$ cat src/rtl/seven_seg_pkg.sv
// Shared seven-segment definitions: active-low segment patterns (bit 6 = g ... bit 0 = a)
// and the capture FSM state type.
package seven_seg_pkg;

    localparam logic [6:0] SEG_0     = 7'b1000000;
    localparam logic [6:0] SEG_1     = 7'b1111001;
    localparam logic [6:0] SEG_2     = 7'b0100100;
    localparam logic [6:0] SEG_3     = 7'b0110000;
    localparam logic [6:0] SEG_4     = 7'b0011001;
    localparam logic [6:0] SEG_5     = 7'b0010010;
    localparam logic [6:0] SEG_6     = 7'b0000010;
    localparam logic [6:0] SEG_7     = 7'b1111000;
    localparam logic [6:0] SEG_8     = 7'b0000000;
    localparam logic [6:0] SEG_9     = 7'b0010000;
    localparam logic [6:0] SEG_A     = 7'b0001000;
    localparam logic [6:0] SEG_B     = 7'b0000011;
    localparam logic [6:0] SEG_C     = 7'b1000110;
    localparam logic [6:0] SEG_D     = 7'b0100001;
    localparam logic [6:0] SEG_E     = 7'b0000110;
    localparam logic [6:0] SEG_F     = 7'b0001110;
    localparam logic [6:0] SEG_BLANK = 7'b1111111;

    typedef enum logic [1:0] {
        SCAN,
        CONV,
        OUT
    } cap_state_t;

endpackage

$ cat src/rtl/seven_seg_capture_if.sv
// Result channel of the seven-segment capture block: valid/ready plus the decoded frame.
interface seven_seg_capture_if #(
    parameter int NDIGITS = 2
);
    logic                   out_val;
    logic                   out_rdy;
    logic [4*NDIGITS-1:0]   out_digits;
    logic [4*NDIGITS-1:0]   out_bin;
    logic                   out_err;
    logic                   out_hex;

    modport master (
        output out_val, out_digits, out_bin, out_err, out_hex,
        input  out_rdy
    );

    modport slave (
        input  out_val, out_digits, out_bin, out_err, out_hex,
        output out_rdy
    );
endinterface

$ cat src/rtl/seven_seg_pattern_decode.sv
// Combinational active-low segment pattern to digit decoder.
// SEVEN_SEG_CAPTURE_HEX_EN adds the A-F letter patterns as valid digits 10-15.
module seven_seg_pattern_decode
    import seven_seg_pkg::*;
(
    input  logic [6:0] pattern,
    output logic [3:0] digit,
    output logic       invalid
);

    always_comb begin
        digit   = 4'hF;
        invalid = 1'b0;
        case (pattern)
            SEG_0: digit = 4'd0;
            SEG_1: digit = 4'd1;
            SEG_2: digit = 4'd2;
            SEG_3: digit = 4'd3;
            SEG_4: digit = 4'd4;
            SEG_5: digit = 4'd5;
            SEG_6: digit = 4'd6;
            SEG_7: digit = 4'd7;
            SEG_8: digit = 4'd8;
            SEG_9: digit = 4'd9;
`ifdef SEVEN_SEG_CAPTURE_HEX_EN
            SEG_A: digit = 4'hA;
            SEG_B: digit = 4'hB;
            SEG_C: digit = 4'hC;
            SEG_D: digit = 4'hD;
            SEG_E: digit = 4'hE;
            SEG_F: digit = 4'hF;
`endif
            default: begin
                digit   = 4'hF;
                invalid = 1'b1;
            end
        endcase
    end

endmodule

$ cat src/rtl/seven_seg_capture.sv
// Reads a multiplexed active-low seven-segment bus back into digits and a binary value.
// Optional build macro: SEVEN_SEG_CAPTURE_HEX_EN (accept A-F, radix-16 result for hex frames).
module seven_seg_capture
    import seven_seg_pkg::*;
#(
    parameter int NDIGITS       = 2,
    parameter int STABLE_CYCLES = 4
) (
    input  logic                 clk,
    input  logic                 rst,
    input  logic [6:0]           seg,
    input  logic [NDIGITS-1:0]   dig_en,
    seven_seg_capture_if.master  res
);

    localparam int W  = 4 * NDIGITS;
    localparam int CW = $clog2(STABLE_CYCLES + 1);
    localparam int IW = (NDIGITS > 1) ? $clog2(NDIGITS) : 1;

    logic [6:0]         seg_reg, seg_prev_reg;
    logic [NDIGITS-1:0] dig_reg, dig_prev_reg;
    logic [CW-1:0]      cnt_reg, cnt_next;

    cap_state_t         state_reg;
    logic [NDIGITS-1:0] seen_reg;
    logic [W-1:0]       slot_dig_reg, slot_dig_next;
    logic [NDIGITS-1:0] slot_inv_reg, slot_inv_next;
    logic [W-1:0]       acc_reg;
    logic [IW-1:0]      idx_reg;

    logic               val_reg;
    logic [W-1:0]       digits_reg;
    logic [W-1:0]       bin_reg;
    logic               err_reg;
    logic               hex_reg;

    logic [3:0]         pat_digit;
    logic               pat_invalid;
    logic               dig_onehot;
    logic               stable;
    logic               latch;
    logic [NDIGITS-1:0] seen_set;
    logic               frame_full;
    logic [3:0]         cur_digit;
    logic [W-1:0]       acc_mul;
    logic [W-1:0]       acc_next;
    logic               any_inv;
    logic               any_hex;

    seven_seg_pattern_decode u_decode (
        .pattern (seg_reg),
        .digit   (pat_digit),
        .invalid (pat_invalid)
    );

    // The counter only runs while scanning, which is also how CONV/OUT ignore the bus.
    assign dig_onehot = (dig_reg != '0) && ((dig_reg & (dig_reg - 1'b1)) == '0);
    assign stable     = (state_reg == SCAN) && dig_onehot &&
                        (seg_reg == seg_prev_reg) && (dig_reg == dig_prev_reg);
    assign latch      = stable && (cnt_reg == CW'(STABLE_CYCLES - 2));
    assign seen_set   = latch ? dig_reg : '0;
    assign frame_full = &(seen_reg | seen_set);

    always_comb begin
        cnt_next = '0;
        if (stable) begin
            cnt_next = (cnt_reg == CW'(STABLE_CYCLES)) ? cnt_reg : cnt_reg + 1'b1;
        end
    end

    genvar gi;
    generate
        for (gi = 0; gi < NDIGITS; gi++) begin : g_slot
            assign slot_dig_next[4*gi +: 4] = (latch && dig_reg[gi]) ? pat_digit
                                                                     : slot_dig_reg[4*gi +: 4];
            assign slot_inv_next[gi]        = (latch && dig_reg[gi]) ? pat_invalid
                                                                     : slot_inv_reg[gi];
        end
    endgenerate

`ifdef SEVEN_SEG_CAPTURE_HEX_EN
    logic [NDIGITS-1:0] hex_bits;
    generate
        for (gi = 0; gi < NDIGITS; gi++) begin : g_hex
            assign hex_bits[gi] = !slot_inv_reg[gi] && (slot_dig_reg[4*gi +: 4] > 4'd9);
        end
    endgenerate
    assign any_hex = |hex_bits;
`else
    assign any_hex = 1'b0;
`endif

    assign any_inv   = |slot_inv_reg;
    assign cur_digit = slot_dig_reg[4*idx_reg +: 4];
    assign acc_mul   = acc_reg * W'(10);
    assign acc_next  = acc_mul + W'(cur_digit);

    always_ff @(posedge clk) begin
        if (rst) begin
            seg_reg      <= '0;
            dig_reg      <= '0;
            seg_prev_reg <= '0;
            dig_prev_reg <= '0;
            cnt_reg      <= '0;
            slot_dig_reg <= '0;
            slot_inv_reg <= '0;
        end else begin
            seg_reg      <= seg;
            dig_reg      <= dig_en;
            seg_prev_reg <= seg_reg;
            dig_prev_reg <= dig_reg;
            cnt_reg      <= cnt_next;
            slot_dig_reg <= slot_dig_next;
            slot_inv_reg <= slot_inv_next;
        end
    end

    always_ff @(posedge clk) begin
        if (rst) begin
            state_reg  <= SCAN;
            seen_reg   <= '0;
            acc_reg    <= '0;
            idx_reg    <= IW'(NDIGITS - 1);
            val_reg    <= 1'b0;
            digits_reg <= '0;
            bin_reg    <= '0;
            err_reg    <= 1'b0;
            hex_reg    <= 1'b0;
        end else begin
            case (state_reg)
                SCAN: begin
                    seen_reg <= seen_reg | seen_set;
                    if (frame_full) begin
                        state_reg <= CONV;
                        acc_reg   <= '0;
                        idx_reg   <= IW'(NDIGITS - 1);
                    end
                end
                CONV: begin
                    acc_reg <= acc_next;
                    idx_reg <= idx_reg - 1'b1;
                    if (idx_reg == '0) begin
                        state_reg  <= OUT;
                        val_reg    <= 1'b1;
                        digits_reg <= slot_dig_reg;
                        err_reg    <= any_inv;
                        hex_reg    <= any_hex && !any_inv;
                        // Error frames report zero; hex frames report the raw nibbles.
                        if (any_inv) begin
                            bin_reg <= '0;
                        end else if (any_hex) begin
                            bin_reg <= slot_dig_reg;
                        end else begin
                            bin_reg <= acc_next;
                        end
                    end
                end
                OUT: begin
                    if (res.out_rdy) begin
                        val_reg   <= 1'b0;
                        seen_reg  <= '0;
                        state_reg <= SCAN;
                    end
                end
                default: state_reg <= SCAN;
            endcase
        end
    end

    assign res.out_val    = val_reg;
    assign res.out_digits = digits_reg;
    assign res.out_bin    = bin_reg;
    assign res.out_err    = err_reg;
    assign res.out_hex    = hex_reg;

endmodule
$ cat src/flat_wrapper.sv
// flat-port wrapper written by rule: the top's interface ports become plain ports
module seven_seg_capture_flat import seven_seg_pkg::*;
#(
    parameter int NDIGITS       = 2,
    parameter int STABLE_CYCLES = 4
)
  (clk, rst, seg, dig_en, res_out_val, res_out_digits, res_out_bin, res_out_err, res_out_hex, res_out_rdy);
  seven_seg_capture_if #(.NDIGITS(NDIGITS)) res_i ();
  input  logic clk;
  input  logic rst;
  input  logic [6:0] seg;
  input  logic [NDIGITS-1:0] dig_en;
  output wire logic [$bits(res_i.out_val)-1:0] res_out_val;
  output wire logic [$bits(res_i.out_digits)-1:0] res_out_digits;
  output wire logic [$bits(res_i.out_bin)-1:0] res_out_bin;
  output wire logic [$bits(res_i.out_err)-1:0] res_out_err;
  output wire logic [$bits(res_i.out_hex)-1:0] res_out_hex;
  input wire logic [$bits(res_i.out_rdy)-1:0] res_out_rdy;
  assign res_out_val = res_i.out_val;
  assign res_out_digits = res_i.out_digits;
  assign res_out_bin = res_i.out_bin;
  assign res_out_err = res_i.out_err;
  assign res_out_hex = res_i.out_hex;
  assign res_i.out_rdy = res_out_rdy;
  seven_seg_capture #(.NDIGITS(NDIGITS), .STABLE_CYCLES(STABLE_CYCLES)) u_core (.clk(clk), .rst(rst), .seg(seg), .dig_en(dig_en), .res(res_i));
endmodule
$ cat config.mk
export PLATFORM = sky130hd
export DESIGN_NAME = seven_seg_capture_flat
export DESIGN_NICKNAME = d
export VERILOG_FILES = /design/src/rtl/seven_seg_pkg.sv /design/src/rtl/seven_seg_capture_if.sv /design/src/rtl/seven_seg_pattern_decode.sv /design/src/rtl/seven_seg_capture.sv /design/src/flat_wrapper.sv
export SDC_FILE = /design/constraint.sdc
export NUM_CORES = 1
export LEC_CHECK = 0
export CAP_MARGIN = 20
export CORE_ASPECT_RATIO = 0.6
export CORE_MARGIN = 1
export CORE_UTILIZATION = 57
export DETAILED_ROUTE_END_ITERATION = 10
export GPL_ROUTABILITY_DRIVEN = 0
export PLACE_DENSITY = 0.8
export RECOVER_POWER = 50
export SKIP_CTS_REPAIR_TIMING = 1
export SLEW_MARGIN = 15
export SYNTH_ARGS = -nofsm -noshare
export SYNTH_HDL_FRONTEND = slang
export SYNTH_SLANG_ARGS = --single-unit
$ cat constraint.sdc
create_clock -name clk -period 3.34 [get_ports clk]
set_input_delay 0.835 -clock clk [delete_from_list [all_inputs] [get_ports clk]]
set_output_delay 0.835 -clock clk [all_outputs]
set_load 0.01 [all_outputs]
==> flow_summary_export.csv <==
group,metric,value,unit
detailed_routing,route.detailed.drc,0,
clock_tree,cts-root-buf,"clkbuf_8",
synthesis,synth_area_leaders,"dfxtp_1 39%, ha_1 5.3%, nand2_1 4.6%, nor2b_1 4.2%, a21oi_1 3.9%",
cells_and_area,final_area,3540,sq um
grt,grt_pass1_vias,2323,
synthesis,netlist_top_cells_count,"61 x dfxtp_1, 38 x nand2_1, 27 x nor2_1, 24 x a21oi_1, 21 x nor2b_1",
synthesis,synth-edff-count,0,
setup_path,worstPathRequired,3.56,ns
clock_tree,h-tree-depth,3,
setup_path,cp_max_fo,14,
detailed_routing,routedWlPerCell,16.3,um
flow_run,cap_violations,1,
die,die_h,59.1,um
grt,grt_antenna_before_repair,0,
synthesis,postSynthCellCount,338,
sta,fin_setup_tns,0,ns
sta,slew_viol_final,10,
cells_and_area,nFillCells,415,
sta,rsz0062_at_grt,"no",
synthesis,netlist.area_leader.share,0.394,
clock_tree,cts_tree,"yes",
status,status,"finished, violations left",
detailed_routing,detail-route-antenna-nets,0,
synthesis,synth-seq-area-share,0.394,
sta,relSlewSlack,-0.0502,
sta,hold_viol_final,0,
synthesis,synth.largest_area_cell,"dfxtp_1",
synthesis,synthesis.nets,365,
synthesis,avgSynthCellArea,9.17,sq um
synthesis,synth-async-reset-ratio,0,
sta,finalClockSkew,0.0101,ns
setup_path,cp_slowest_cell,"nor4_1",
sta,setup_violations,0,
clock_tree,cts.clk_slew.worst_paths,0.07,ns
status,violations,"capacitance limit, slew limit",
clock_tree,clock-sinks,61,
setup_path,max_stage_delay,1.25,ns
grt,grt.total_usage,0.263,
clock_tree,cts_made_buffers,9,
sta,worst_pin_slew,1.56,ns
sta,layout_min_cycle_time,2.77,ns
power_and_ir_drop,ir_drop,243,uV
setup_path,worst_setup_path_end_kind,"register",
setup_path,cp_cell_sequence,"nand2b_1 -> nand4bb_4 -> nor4_1 -> mux2i_1 -> nor2_1",
clock_tree,clock_latency,0.34,ns
die,initial_utilization,0.601,
detailed_routing,drt-total-wl,7020,um
detailed_routing,vias,2545,
place,port_buffers,29,
cells_and_area,drive_above_1_share,0.0879,
detailed_routing,drtIter0Drc,246,
sta,fin_crit_sh,0.829,
die,die_w,97.2,um
synthesis,yosys.cell_types.count,59,
sta,max_freq,0.361,GHz
clock_tree,cts_buffer_depth,2,
place,place_area,3360,sq um
synthesis,synth_most_common_cell,"dfxtp_1",
die,fp-row-count,20,
synthesis,yosys_register_bits,61,
detailed_routing,viasPerCell,5.92,
place,hpwl,4930,um
synthesis,synth-main-ff-cell,"dfxtp_1",
setup_path,worst_setup_path_start_kind,"register",
detailed_routing,drt_pass1_iterations,4,
power_and_ir_drop,power_density,432,nW/um^2
grt,grt_max_degree,35,
die,die_area,5740,sq um
synthesis,yosysWarnings,0,
min_path,hold_class,"reg2reg",
synthesis,synth.cell_area,3100,sq um
cells_and_area,nets,386,
setup_path,crit_type,"reg2reg",
die,coreArea,5150,sq um
cells_and_area,syn_to_final_growth,14.2,%
power_and_ir_drop,p_leak,1.37,nW
sta,whs,0.456,ns
die,boundaryPins,31,
grt,grt-ovfl-total,0,
grt,grt_pass1_wl,11700,um
cells_and_area,antennaDiodeCount,0,
setup_path,crit_arrival,2.99,ns
-- worst max-delay path, delay by kind of cell (launching register included) --
kind	cells	cell delay, ns
multiplexers	1	0.31
AND/OR/NAND/NOR	4	1.73
flip-flops	1	0.61
-- layout make-up --
type | instances | area, sq um | share of cell area
clock buffers | 9 | 124 | 0.0350
clock inverters | 7 | 76.3 | 0.0216
inverters | 8 | 30.0 | 0.00849
multi-input cells | 249 | 1710 | 0.484
flip-flops and latches | 61 | 1220 | 0.345
well taps | 66 | 82.6 | 0.0233
repair buffers | 30 | 292 | 0.0824
-- power breakdown --
| part | leakage [nW] | internal (mW) | switching (mW) |
|---|---|---|---|
| Clock | 0.0837 | 0.345 | 0.312 |
| Sequential | 0.495 | 0.739 | 0.0192 |
| Combinational | 0.793 | 0.0532 | 0.0602 |
| Total | 1.37 | 1.14 | 0.391 |
-- layout by cell type, fill, tap and decap left out, types with 3 or more instances in the layout --
master,count
ha_1,13
nand3b_1,3
nor2_1,27
clkdlybuf4s50_1,27
clkbuf_8,9
xor2_1,5
a21oi_1,24
a22oi_1,9
xnor2_1,9
nand2_1,38
nor3_1,3
nand3_1,10
o211ai_1,4
inv_1,8
o21ai_0,8
nand2b_1,7
nand4_1,3
a32oi_1,4
a21o_1,4
dfxtp_1,61
o2111ai_1,4
mux2i_1,6
nor2b_1,21
mux2_2,4
clkinvlp_4,5
-- kinds of logic after synthesis --
group,share of synthesized area
AO/OA/AOI/OAI,0.161
XOR/XNOR,0.0574
adder cells (fa/ha/maj),0.0654
buffers and inverters,0.0468
flip-flops,0.394
multiplexers,0.0339
other,0.00121
AND/OR/NAND/NOR,0.240
-- through the flow --
stage | instances | util | power (mW) | worst slack, ns
finish | 430 | 0.686 | 1.53 | 0.571
global route | 430 | 0.686 | 1.58 | 0.356
CTS | 430 | 0.690 | 1.54 | 0.812
detailed placement | 414 | 0.651 | 0.889 | 0.810
global placement | 414 | 0.651 | 0.886 | 0.909
floorplan | 338 | - | 0.863 | 0.882
-- worst paths after layout --
| path | startpoint | cells after the start | slack (ns) | end |
|---|---|---|---|---|
| max | u_core.seg_reg[2]$_SDFF_PP0_ | 5 | 0.57 | u_core.slot_dig_reg[5]$_SDFFE_PP0P_ |
| min | u_core.res.out_bin[0]$_SDFFE_PP0P_ | 2 | 0.46 | u_core.res.out_bin[0]$_SDFFE_PP0P_ |
| max reg2reg | u_core.seg_reg[2]$_SDFF_PP0_ | 5 | 0.57 | u_core.slot_dig_reg[5]$_SDFFE_PP0P_ |
| min reg2reg | u_core.res.out_bin[0]$_SDFFE_PP0P_ | 2 | 0.46 | u_core.res.out_bin[0]$_SDFFE_PP0P_ |
-- layer usage --
layer | share of wire | vias up | track usage
li1 | - | 1235 | -
met1 | 0.51 | 1194 | 0.392
met2 | 0.40 | 104 | 0.363
met3 | 0.080 | 12 | 0.0708
met4 | 0.014 | 0 | 0.0938
met5 | 0 | - | 0
Power figures use the tool's default switching activity.
